File: src/rtl/mem_arbiter_pkg.sv
// Shared types and default widths for the single-port memory arbiter.
package mem_arbiter_pkg;

  localparam int ADDR_W_DEF     = 64;
  localparam int DATA_W_DEF     = 64;
  localparam int STREAK_MAX_DEF = 4;

  typedef enum logic [1:0] {
    IDLE = 2'd0,
    REQ  = 2'd1,
    RESP = 2'd2
  } state_t;

  typedef enum logic {
    OWN_IF = 1'b0,
    OWN_LS = 1'b1
  } owner_t;

endpackage

File: src/rtl/mem_arbiter_prio.sv
// Grant decision between fetch and load/store, with a saturating LS streak
// counter that hands the bus to a waiting fetch after STREAK_MAX LS grants.
module mem_arbiter_prio
  import mem_arbiter_pkg::*;
#(
  parameter int STREAK_MAX = STREAK_MAX_DEF
) (
  input  logic clk,
  input  logic rst,
  input  logic arb_en,
  input  logic if_req_valid,
  input  logic if_flush,
  input  logic ls_req_valid,
  output logic if_grant,
  output logic ls_grant
);

  localparam int SW = $clog2(STREAK_MAX + 1);

  logic [SW-1:0] streak;
  logic          if_elig;
  logic          if_turn;

  // A fetch being redirected this cycle cannot win, even when it is owed a turn.
  always_comb begin
    if_elig  = if_req_valid & ~if_flush;
    if_turn  = if_elig & (streak == SW'(STREAK_MAX));
    ls_grant = arb_en & ls_req_valid & ~if_turn;
    if_grant = arb_en & if_elig & ~ls_grant;
  end

  always_ff @(posedge clk or negedge rst) begin
    if (!rst) begin
      streak <= '0;
    end else if (if_grant) begin
      streak <= '0;
    end else if (ls_grant && if_req_valid && (streak != SW'(STREAK_MAX))) begin
      streak <= streak + 1'b1;
    end
  end

endmodule

File: src/rtl/mem_arbiter.sv
// Single-outstanding memory bus arbiter for fetch and load/store requesters:
// latches the winning request, sequences REQ/RESP, routes the response back.
module mem_arbiter
  import mem_arbiter_pkg::*;
#(
  parameter int ADDR_W     = ADDR_W_DEF,
  parameter int DATA_W     = DATA_W_DEF,
  parameter int STREAK_MAX = STREAK_MAX_DEF
) (
  input  logic                clk,
  input  logic                rst,
  input  logic                if_req_valid,
  output logic                if_req_ready,
  input  logic [ADDR_W-1:0]   if_addr,
  input  logic                if_flush,
  output logic                if_rsp_valid,
  output logic [DATA_W-1:0]   if_rdata,
  input  logic                ls_req_valid,
  output logic                ls_req_ready,
  input  logic [ADDR_W-1:0]   ls_addr,
  input  logic                ls_wen,
  input  logic [DATA_W-1:0]   ls_wdata,
  input  logic [DATA_W/8-1:0] ls_wmask,
  output logic                ls_rsp_valid,
  output logic [DATA_W-1:0]   ls_rdata,
  output logic                mem_req_valid,
  input  logic                mem_req_ready,
  output logic [ADDR_W-1:0]   mem_addr,
  output logic                mem_wen,
  output logic [DATA_W-1:0]   mem_wdata,
  output logic [DATA_W/8-1:0] mem_wmask,
  input  logic                mem_rsp_valid,
  input  logic [DATA_W-1:0]   mem_rdata,
  output logic                if_stall,
  output logic                ls_stall
);

  state_t state, state_nxt;
  owner_t owner;
  logic   drop;
  logic   arb_en, if_grant, ls_grant;
  logic   busy, rsp_take, if_kill;

  mem_arbiter_prio #(.STREAK_MAX(STREAK_MAX)) u_prio (
    .clk          (clk),
    .rst          (rst),
    .arb_en       (arb_en),
    .if_req_valid (if_req_valid),
    .if_flush     (if_flush),
    .ls_req_valid (ls_req_valid),
    .if_grant     (if_grant),
    .ls_grant     (ls_grant)
  );

  assign arb_en   = (state == IDLE);
  assign busy     = (state != IDLE);
  assign rsp_take = (state == RESP) & mem_rsp_valid;
  // A flush in the response cycle itself also suppresses the fetch response.
  assign if_kill  = drop | if_flush;

  always_ff @(posedge clk or negedge rst) begin
    if (!rst) state <= IDLE;
    else      state <= state_nxt;
  end

  always_comb begin
    state_nxt = state;
    case (state)
      IDLE:    if (if_grant || ls_grant) state_nxt = REQ;
      REQ:     if (mem_req_ready)        state_nxt = RESP;
      RESP:    if (mem_rsp_valid)        state_nxt = IDLE;
      default:                           state_nxt = IDLE;
    endcase
  end

  // Ready/stall are combinational on requester inputs; hold them low while in reset.
  assign if_req_ready  = rst & if_grant;
  assign ls_req_ready  = rst & ls_grant;
  assign mem_req_valid = (state == REQ);
  assign if_stall = rst & ((if_req_valid & ~if_grant) | (busy & (owner == OWN_IF) & ~drop));
  assign ls_stall = rst & ((ls_req_valid & ~ls_grant) | (busy & (owner == OWN_LS)));

  always_ff @(posedge clk or negedge rst) begin
    if (!rst) begin
      owner     <= OWN_IF;
      drop      <= 1'b0;
      mem_addr  <= '0;
      mem_wen   <= 1'b0;
      mem_wdata <= '0;
      mem_wmask <= '0;
    end else if (ls_grant) begin
      owner     <= OWN_LS;
      drop      <= 1'b0;
      mem_addr  <= ls_addr;
      mem_wen   <= ls_wen;
      mem_wdata <= ls_wdata;
      mem_wmask <= ls_wmask;
    end else if (if_grant) begin
      owner     <= OWN_IF;
      drop      <= 1'b0;
      mem_addr  <= if_addr;
      mem_wen   <= 1'b0;
      mem_wdata <= '0;
      mem_wmask <= '0;
    end else if (busy && (owner == OWN_IF) && if_flush) begin
      drop      <= 1'b1;
    end
  end

  always_ff @(posedge clk or negedge rst) begin
    if (!rst) begin
      if_rsp_valid <= 1'b0;
      ls_rsp_valid <= 1'b0;
      if_rdata     <= '0;
      ls_rdata     <= '0;
    end else begin
      if_rsp_valid <= rsp_take & (owner == OWN_IF) & ~if_kill;
      ls_rsp_valid <= rsp_take & (owner == OWN_LS);
      if (rsp_take && (owner == OWN_IF) && !if_kill) if_rdata <= mem_rdata;
      if (rsp_take && (owner == OWN_LS) && !mem_wen) ls_rdata <= mem_rdata;
    end
  end

endmodule
File: config.mk
export PLATFORM = sky130hd
export DESIGN_NAME = mem_arbiter
export DESIGN_NICKNAME = d
export VERILOG_FILES = /design/src/rtl/mem_arbiter_pkg.sv /design/src/rtl/mem_arbiter_prio.sv /design/src/rtl/mem_arbiter.sv
export SDC_FILE = /design/constraint.sdc
export NUM_CORES = 1
export LEC_CHECK = 0
export CAP_MARGIN = 20
export CELL_PAD_IN_SITES_DETAIL_PLACEMENT = 0
export CELL_PAD_IN_SITES_GLOBAL_PLACEMENT = 1
export CORE_AREA = 2 2 213 215
export CTS_CLUSTER_DIAMETER = 150
export DETAILED_ROUTE_END_ITERATION = 6
export DIE_AREA = 0 0 215 217
export HOLD_SLACK_MARGIN = 0.1
export PLACE_DENSITY_LB_ADDON = 0.1
export SLEW_MARGIN = 20
export SYNTH_ARGS = -nofsm -noshare
export SYNTH_HDL_FRONTEND = slang
export SYNTH_SLANG_ARGS = --single-unit
File: constraint.sdc
create_clock -name clk -period 4.3 [get_ports clk]
set_input_delay 1.075 -clock clk [delete_from_list [all_inputs] [get_ports clk]]
set_output_delay 1.075 -clock clk [all_outputs]
set_load 0.01 [all_outputs]
==> run metrics <==
critical path's most frequent cell clkdlybuf4s50_1; worst endpoint required time 3.22 ns; CP Launch Type input pin; Final Skew 0.0244 ns; highest-delay cell along the critical path clkdlybuf4s50_1; DR vias/cell 4.44; H-tree depth 2; Inst Count DP 1809; GRT overflow 0; status completed; Hold Fails Final Rpt 0; Yosys top cell area share 63.8%; Unique masters post-synth 36; Starting Density 24.0%; fraction of layout cells with a size suffix above 1 10.8%; Levels on crit path 5; core box area 44700 um^2; fin crit share 94.6%; GRT met3 Usage 6.22%; Crit path max-delay family buffers and inverters; die width 215 um; I/O Buffers 543; EDFF count, synth 0; # resized after CTS 0; number of global-route vias before repair 8770; final hold slack 0.444 ns; total wire length 39700 um; Slowest Stage Delay on Critical Path 0.61 ns; reg2reg end mem_wdata[34]; Post-Layout Cell Count 1869; Reg2Reg Setup Slack 1.73 ns; area leader, netlist dfrtp_1; Worst-path clk slew 0.05 ns; Final Critical Period 4.07 ns; Simple-Gate Fraction of Synth Area 5.46%; Finished Cell Area 17800 um^2; met1 GRT Util 20.7%; Cell Chain, Critical Path clkdlybuf4s50_1 -> nor4b_4 -> a21boi_1 -> and2_1 -> clkdlybuf4s50_1; Worst setup EP type output pin; I/O pin count 544; commonest cells in the netlist dfrtp_1, a22o_1, mux2_2; antenna-violating nets left 0; RSZ-0062 raised after global routing false; post-DP HPWL 27500 um; initial antenna violation count 4; postcts setup bufs 0; site row count 78; VDD IR max 0.000250 V; Post-Syn Nets 986; Setup WS post-layout 0.231 ns; pre-CTS worst setup slack 0.236 ns; drt wl/cell 21.2 um; Slew @ Worst Pin 0.903 ns; DP Area 16800 um^2; Peak Freq 246 MHz; final setup fails 0; via count 8295; Post-Synth Adder-Cell Area 0.233%; clock latency on the worst-skew pair 0.53 ns; mean post-synth cell area 15.1 um^2; CP Buf/Inv Count 2; clock root cell clkbuf_16; Lkg Pwr 7.47 nW; top cells by area, synth dfrtp_1, mux2_2, o221a_1; worst setup path end if_req_ready; mux share of post-synthesis cell area 13.4%; gr usage total 16.7%; total chip power 12.6 mW; synth warn 0; Crit Path Max Fanout 7; dominant synthesized flop cell dfrtp_1; Iter 0 DRT Violations 419; GRT Max-Usage Layer met2; Setup TNS 0 ns; DRC 0; largest family of logic cells by synthesized area compound AO/OA/AOI/OAI gates; Routability Congestion 0.788; met2 Use GR 27.2%; largest net degree at the start of global routing 147; Pwr Density 708 nW/um^2; Post-Syn Area 10700 um^2; WS Path Type input pin to output pin; most common cell in the synthesized netlist dfrtp_1; synthesis-stage register bit count 274; Hold WC Path Type input pin to async pin; CTS max path bufs 3; Max-cap violations 0; post-synthesis compound-gate area fraction 13.7%; Reg-to-Reg Start state[0]; Seq/Total Area, Yosys 63.8%; DR pass1 iterations 4; ys async rst share 100%; first-pass GRT wire length 58900 um; worst r2r path cells 5; DIE AREA 46700 um^2; area growth from synthesis to final layout 65.9%; Mapped Cells 712; Num CTS Buffers 35; CTS tree yes; Finished Core Util 39.9%; crit path launch if_req_valid; TritonCTS Sinks 274; # hold bufs at CTS 0; fin. max-slew vios 0; Worst Path Arrival 2.99 ns; xor/xnor cell area share of the yosys netlist 0%; Rel. slew slack 39.8%; Layout Nets 1520; chip height 217 um
[cells in the final DEF (no fill, tap or decap), types with 4 or more instances in the layout]
cell,n
clkdlybuf4s50_1,542
or3_1,67
a22o_1,74
clkbuf_1,11
o221a_1,64
clkbuf_8,6
buf_4,11
mux2_2,68
dfrtp_1,274
clkbuf_16,35
inv_1,4
mux2_1,60
[layer usage]
metal	wire length (um)	vias to the layer above
met3	3100	57
li1	-	3778
met2	19200	304
met5	13	-
met1	16500	4154
met4	892	2
[how the worst min path moves through the flow]
stage	start	to	slack (ns)	cells past startpoint
after floorplan	drop	drop	0.49	1
after global placement	ls_rdata[45]	ls_rdata[45]	0.47	1
after detailed placement	ls_rdata[44]	ls_rdata[44]	0.47	1
after CTS	rst	state[0]	0.42	1
after global routing	rst	mem_wdata[7]	0.45	1
final	rst	mem_addr[49]	0.44	1
[report_power, final]
group / internal [mW] / leakage [nW] / switching, mW
sequential: 3.75 / 3.39 / 0.616
clock: 1.66 / 0.518 / 1.11
combinational: 3.25 / 3.56 / 2.25
total: 8.66 / 7.47 / 3.97
[kinds of logic (layout without fill, tap and decap cells)]
family / Yosys count / after routing
fa+ha+maj: 2 / 2
mux: 128 / 128
buf+inv: 64 / 618
other cells: 0 / 3
flops: 274 / 274
compound gates: 153 / 153
simple gates: 91 / 91
[layout make-up]
class	count	area, um^2
Clock inverter	5	53.8
Multi-Input combinational cell	374	3560
Antenna cell	3	7.51
Fill cell	4376	26900
Inverter	4	15.0
Sequential cell	274	6860
Clock buffer	52	1000
Tap cell	600	751
Timing Repair Buffer	557	5580
[registers in the layout, indices dropped and copies added (netlist names), 2 cells and up]
signal,cells
mem_wmask,8
u_prio.streak,3
mem_wdata,64
mem_addr,64
state,2
if_rdata,64
ls_rdata,64
Note: power is estimated with default switching activity, not from simulation.
